$ cat src/rtl/gt8b10b_dw_64to32.sv
// 64-to-32 AXI-Stream width down-converter for the 8b10b GT transmit path; [63:32] goes out first.
// Latency: upper word valid one cycle after the beat is accepted, lower word the cycle after the upper word fires.
// Backpressure: the slave is ready only when idle or when the final word of a beat is leaving; master outputs hold while stalled.
module gt8b10b_dw_64to32 (
    input  logic        i_clk,
    input  logic        i_rst,
    input  logic [63:0] i_8b10b_64b_axis_data,
    input  logic [7:0]  i_8b10b_64b_axis_keep,
    input  logic        i_8b10b_64b_axis_valid,
    input  logic        i_8b10b_64b_axis_last,
    output logic        o_8b10b_64b_axis_ready,
    output logic [31:0] o_8b10b_32b_axis_data,
    output logic [3:0]  o_8b10b_32b_axis_keep,
    output logic        o_8b10b_32b_axis_valid,
    output logic        o_8b10b_32b_axis_last,
    input  logic        i_8b10b_32b_axis_ready,
    output logic        o_keep_err
);

    typedef enum logic [1:0] {
        ST_IDLE = 2'd0,
        ST_HI   = 2'd1,
        ST_LO   = 2'd2
    } state_t;

    state_t      state_q;

    // Lower half of the accepted beat, waiting behind the upper word
    logic [31:0] hold_data_q;
    logic [3:0]  hold_keep_q;
    logic        hold_last_q;
    logic        hold_has_lo_q;

    // Registered master-side outputs
    logic [31:0] out_data_q;
    logic [3:0]  out_keep_q;
    logic        out_last_q;
    logic        out_valid_q;
    logic        keep_err_q;

    logic        final_word;
    logic        in_ready;
    logic        in_fire;
    logic        out_fire;
    logic        in_has_lo;
    logic        in_drop;
    logic        in_bad;

    // The word on the bus is the last one of its beat: lower word, or an upper word with no lower half
    assign final_word = (state_q == ST_LO) || ((state_q == ST_HI) && !hold_has_lo_q);

    // Ready is combinational from the master ready so a new beat can follow the final word with no bubble
    assign in_ready = !i_rst && ((state_q == ST_IDLE) || (final_word && i_8b10b_32b_axis_ready));
    assign in_fire  = i_8b10b_64b_axis_valid && in_ready;
    assign out_fire = out_valid_q && i_8b10b_32b_axis_ready;

    // A last beat with an empty lower half carries only the upper word
    assign in_has_lo = !(i_8b10b_64b_axis_last && (i_8b10b_64b_axis_keep[3:0] == 4'h0));
    // A last beat with an empty upper half has nothing to send and is swallowed
    assign in_drop   = i_8b10b_64b_axis_last && (i_8b10b_64b_axis_keep[7:4] == 4'h0);
    assign in_bad    = in_drop || (!i_8b10b_64b_axis_last && (i_8b10b_64b_axis_keep != 8'hFF));

    // Sequencer: load upper word on accept, step to lower word, then idle or reload back-to-back
    always_ff @(posedge i_clk) begin
        if (i_rst) begin
            state_q       <= ST_IDLE;
            hold_data_q   <= 32'h0;
            hold_keep_q   <= 4'h0;
            hold_last_q   <= 1'b0;
            hold_has_lo_q <= 1'b0;
            out_data_q    <= 32'h0;
            out_keep_q    <= 4'h0;
            out_last_q    <= 1'b0;
            out_valid_q   <= 1'b0;
            keep_err_q    <= 1'b0;
        end else begin
            keep_err_q <= 1'b0;
            if (in_fire) begin
                keep_err_q <= in_bad;
                if (!in_drop) begin
                    out_data_q    <= i_8b10b_64b_axis_data[63:32];
                    out_keep_q    <= i_8b10b_64b_axis_keep[7:4];
                    out_last_q    <= i_8b10b_64b_axis_last && !in_has_lo;
                    out_valid_q   <= 1'b1;
                    hold_data_q   <= i_8b10b_64b_axis_data[31:0];
                    hold_keep_q   <= i_8b10b_64b_axis_keep[3:0];
                    hold_last_q   <= i_8b10b_64b_axis_last;
                    hold_has_lo_q <= in_has_lo;
                    state_q       <= ST_HI;
                end else begin
                    // Dropped beat: whatever was on the bus has just fired (or nothing was there)
                    out_valid_q <= 1'b0;
                    state_q     <= ST_IDLE;
                end
            end else if (out_fire) begin
                if ((state_q == ST_HI) && hold_has_lo_q) begin
                    out_data_q <= hold_data_q;
                    out_keep_q <= hold_keep_q;
                    out_last_q <= hold_last_q;
                    state_q    <= ST_LO;
                end else begin
                    out_valid_q <= 1'b0;
                    state_q     <= ST_IDLE;
                end
            end
        end
    end

    assign o_8b10b_64b_axis_ready = in_ready;
    assign o_8b10b_32b_axis_data  = out_data_q;
    assign o_8b10b_32b_axis_keep  = out_keep_q;
    assign o_8b10b_32b_axis_valid = out_valid_q;
    assign o_8b10b_32b_axis_last  = out_last_q;
    assign o_keep_err             = keep_err_q;

endmodule

$ cat config.mk
export PLATFORM = sky130hd
export DESIGN_NAME = gt8b10b_dw_64to32
export DESIGN_NICKNAME = d
export VERILOG_FILES = /design/src/rtl/gt8b10b_dw_64to32.sv
export SDC_FILE = /design/constraint.sdc
export NUM_CORES = 1
export LEC_CHECK = 0
export CORE_UTILIZATION = 41
export DETAILED_ROUTE_END_ITERATION = 16
export PLACE_DENSITY = 0.76
export RECOVER_POWER = 50
export SYNTH_ARGS = -nofsm -noshare
export SYNTH_HDL_FRONTEND = slang
export SYNTH_SLANG_ARGS = --single-unit
$ cat constraint.sdc
create_clock -name i_clk -period 1.8 [get_ports i_clk]
set_clock_uncertainty 0.15 [all_clocks]
set_input_delay 0.18 -clock i_clk [delete_from_list [all_inputs] [get_ports i_clk]]
set_output_delay 0.18 -clock i_clk [all_outputs]
set_load 0.02 [all_outputs]
==> summary by stage <==
Placement
During placement, the flow inserted port buffers numbering 116. The HPWL after detailed placement is 6912 um. The final weighted congestion in routability-driven placement is between 0.8 and 0.9. In this run the cell area measured after placement is 4840 um2. In this run, placement finished with an instance count of slightly below 600.

Critical path
The capture instance of the worst register-to-register path is o_8b10b_32b_axis_data[4]$_SDFFE_PP0P_. Walking the worst path, the cells encountered are buf_6, nor2_4, o311a_4, buf_12, buf_16, mux2i_2, a221oi_2. The worst register-to-register path begins at state_q[1]$_SDFFE_PP0P_. The number of cells on the worst reg-to-reg path is 7. The worst setup path is of the register to register kind.

In this design, the stage delay of the slowest critical-path cell is just under 400 ps. The slowest stage of the critical path is the sky130_fd_sc_hd__o311a_4 cell. The worst-case register-to-register setup slack is -80 ps. The startpoint type of the worst setup path is a register. The worst setup path is captured at a register. The critical path data required time is 1900 ps. Broken down by cell family, the worst path's largest delay share belongs to compound AO/OA/AOI/OAI gates. The data arrival at the endpoint of the critical path is 1980 ps. The number of buffers and inverters on the critical path is 3.

In this run the worst path has a maximum fanout of 7.

Final layout
The final cell area excluding filler cells is 5590 um2. The ratio of cells with drive above 1 in the final layout is 23.51%. In the layout the commonest cells are sky130_fd_sc_hd__clkdlybuf4s50_1, sky130_fd_sc_hd__dfxtp_1, sky130_fd_sc_hd__nor2_1, sky130_fd_sc_hd__a21oi_1, sky130_fd_sc_hd__o21ai_0. The number of antenna diodes in the final layout is 0. The relative area change from synthesis to final layout is 64.99%. The number of nets in the final layout is 591.

Leaving out fill and tap cells, the most frequent cell in the layout is sky130_fd_sc_hd__clkdlybuf4s50_1. After the flow finishes, the layout carries non-filler instances totaling between 600 and 700. Counting the fill cells in the layout gives between 600 and 700. The utilization after layout is 71.24%.

Global route
The number of global-route vias before repair is 3392. The overall fraction of global-route tracks in use is 25.29%. The leftover overflow at the end of global routing is 0. The first global-routing pass estimated 16970 um of wire. The pin count of the biggest net entering global routing is 58. The initial antenna violation count came to 0.

Logic synthesis
The most used flip-flop cell after synthesis is sky130_fd_sc_hd__dfxtp_1. Sorting the synthesized cells by area gives the leading types as sky130_fd_sc_hd__dfxtp_1, sky130_fd_sc_hd__mux2i_1, sky130_fd_sc_hd__a221oi_1. Dividing the synthesized area by the synthesized cell count gives about 9 um2.

The post-synth design cell area is 3388 um2. The register bit count reported by yosys is 79. The largest total area in the synthesized netlist belongs to sky130_fd_sc_hd__dfxtp_1. The cell count after synthesis is 377. The net count after synthesis is 454. The Yosys step of the flow raised 0 warnings. The register area share after synthesis is 46.68%. After synthesis, the largest area contributor takes up 46.68% of total cell area. After synthesis, the share of flip-flops with an asynchronous set or reset is 0%. The number of unique standard cell types used by synthesis is 32. Yosys mapped a number of flops with a built-in enable equal to 0.

STA
The slew of the pin with the lowest slew margin is between 700 and 800 ps. The final-report max-slew violation count is 0. The total of endpoints with negative setup slack in the final report is 33.

The final worst-path cycle share is 104.7%. The fmax is 0.5307 GHz. Subtracting the final worst setup slack from the clock period gives 1884 ps. Setup repair after global routing could not meet its margin everywhere. The hold violation count in the final report came to 0. Measured against its own limit, the worst slew margin works out to between 50 and 60%. After layout, the worst setup slack is -84.19 ps.

Clock tree
Counting every sink on the clock net gives about 80. The clock latency on the worst-skew pair is 350 ps. Counting the buffers created by CTS gives 9. The largest buffer count on any clock path is 2.

In this run the clock root is driven by a sky130_fd_sc_hd__clkbuf_8. The clock tree from TritonCTS is yes. The number of hold-repair buffers added at the cts stage is 0. The maximum level of the CTS H-tree is 3. The clock transition at the registers of the reported paths is 80 ps.

Drt
After detailed routing, the average wire length per cell comes to 17.88 um. The final routed DRC violation total is 0. The total number of vias is 3516. Summed over all layers, the routed wires come to 11100 um. The ratio of routed vias to standard cells is 5.662. In this run, the number of DRC markers left after iteration 0 of detailed routing was 175. The number of detailed-routing iterations run before antenna repair is 5. The number of nets still failing antenna checks after routing is 0.

Worst hold path
The number of cells on the worst hold path is 3. For hold timing, the worst endpoint is o_8b10b_32b_axis_valid$_SDFFE_PP0P_. The worst hold path belongs to the class input pin to register. The worst min-delay path startpoint is i_rst.

Floorplanning
The starting density of the core is 43.18%. The die is between 90 and 100 um wide. The number of top-level pins is 117.

The core region area is 7848 um2. The area of the die is 8631 um2. In this run the core area contains 32 standard-cell rows. From bottom edge to top edge, the die measures 92.91 um.

Pwr
The analysis attributes to cell leakage a power of 2.034 nW. VDD sags by at most about 0.39 mV. For this design the ratio of total power to cell area is 765.7 nW/um2.

Outcome
The run finished, with violations left. The final reports fail on negative setup slack.

Job
The number of max-capacitance violations reported is 0.
-- flip-flops by register name, summed over array words and instances, names as in the netlist --
name                    flops
o_8b10b_32b_axis_last       1
o_8b10b_32b_axis_data      32
hold_has_lo_q               1
hold_last_q                 1
hold_data_q                32
o_8b10b_32b_axis_valid      1
state_q                     2
hold_keep_q                 4
o_8b10b_32b_axis_keep       4
o_keep_err                  1
-- metal layers --
layer  vias to the layer above  share of wire [%]  GRT usage, %
met1                      1682                 41         31.10
met4                         0                1.7         11.54
met3                        16                5.9         3.941
met5                         -                  0             0
li1                       1677                  -             -
met2                       141                 51         43.20
-- synthesized netlist by cell type, types with 2 or more instances --
| cell | number |
|---|---|
| sky130_fd_sc_hd__a21oi_1 | 39 |
| sky130_fd_sc_hd__a221oi_1 | 36 |
| sky130_fd_sc_hd__buf_2 | 12 |
| sky130_fd_sc_hd__buf_4 | 4 |
| sky130_fd_sc_hd__buf_6 | 3 |
| sky130_fd_sc_hd__clkbuf_1 | 22 |
| sky130_fd_sc_hd__dfxtp_1 | 79 |
| sky130_fd_sc_hd__inv_1 | 2 |
| sky130_fd_sc_hd__mux2i_1 | 37 |
| sky130_fd_sc_hd__nand2_1 | 3 |
| sky130_fd_sc_hd__nand3_1 | 37 |
| sky130_fd_sc_hd__nand4_1 | 2 |
| sky130_fd_sc_hd__nor2_1 | 44 |
| sky130_fd_sc_hd__nor3_1 | 2 |
| sky130_fd_sc_hd__nor3b_1 | 2 |
| sky130_fd_sc_hd__nor4_1 | 2 |
| sky130_fd_sc_hd__o21ai_0 | 36 |
-- worst max-delay path by stage --
stage,from,to,slack [ps],cells past startpoint
final,state_q[1]$_SDFFE_PP0P_,o_8b10b_32b_axis_data[4]$_SDFFE_PP0P_,-80,7
after global routing,state_q[1]$_SDFFE_PP0P_,o_8b10b_32b_axis_data[4]$_SDFFE_PP0P_,-130,7
after CTS,state_q[1]$_SDFFE_PP0P_,o_8b10b_32b_axis_keep[0]$_SDFFE_PP0P_,-10,7
after detailed placement,i_8b10b_32b_axis_ready,o_8b10b_32b_axis_data[25]$_SDFFE_PP0P_,-460,7
after global placement,i_8b10b_32b_axis_ready,o_8b10b_32b_axis_data[2]$_SDFFE_PP0P_,-380,7
after floorplan,state_q[1]$_SDFFE_PP0P_,o_8b10b_32b_axis_data[0]$_SDFFE_PP0P_,20,7
-- stage by stage --
stage | TNS (ps) | total power [mW] | hold slack, ps | setup WS (ps)
global route | -2689 | 4.435 | 212.9 | -132.1
CTS | -47.63 | 4.237 | 180.7 | -11.49
finish | -848.7 | 4.281 | 210.5 | -84.19
detailed placement | -30130 | 2.738 | 316.8 | -464.0
floorplan | 0 | 2.312 | 177.7 | 15.41
global placement | -25760 | 2.719 | 309.9 | -383.7
-- cells by family (layout without fill, tap and decap cells) --
family | Yosys count | count (layout) | share of synthesized area, %
buffers and inverters | 44 | 186 | 6.536
multiplexers | 37 | 37 | 10.93
AND/OR/NAND/NOR | 96 | 96 | 12.96
flip-flops | 79 | 79 | 46.68
AO/OA/AOI/OAI | 121 | 121 | 22.90
-- area by class of cell --
class | instances | area (um2) | area share [%]
clock buffer | 10 | 127.6 | 2.283
clock inverter | 6 | 85.08 | 1.522
inverter | 2 | 7.507 | 0.1343
multi-input combinational | 254 | 1914 | 34.24
sequential | 79 | 1590 | 28.45
tap | 102 | 127.6 | 2.283
timing repair buffer | 168 | 1738 | 31.09
-- worst min-delay path, delay by kind of cell --
family                 cells  cell delay, ps
and+or+nand+nor            1             120
buffers and inverters      2             370
-- where the power goes --
part           leakage, nW  switching, mW  total (mW)  internal [mW]
combinational         1.28          0.440       0.935          0.495
clock                0.102          0.660        1.44          0.777
sequential           0.650         0.0594        1.91           1.85
-- repair_timing --
action	in CTS	in global routing
buffers inserted	5	5
pin swaps	22	14
gates resized for setup	52	36
setup endpoints to repair	50	73
gates cloned	3	0
(Power assumes the default switching activity.)
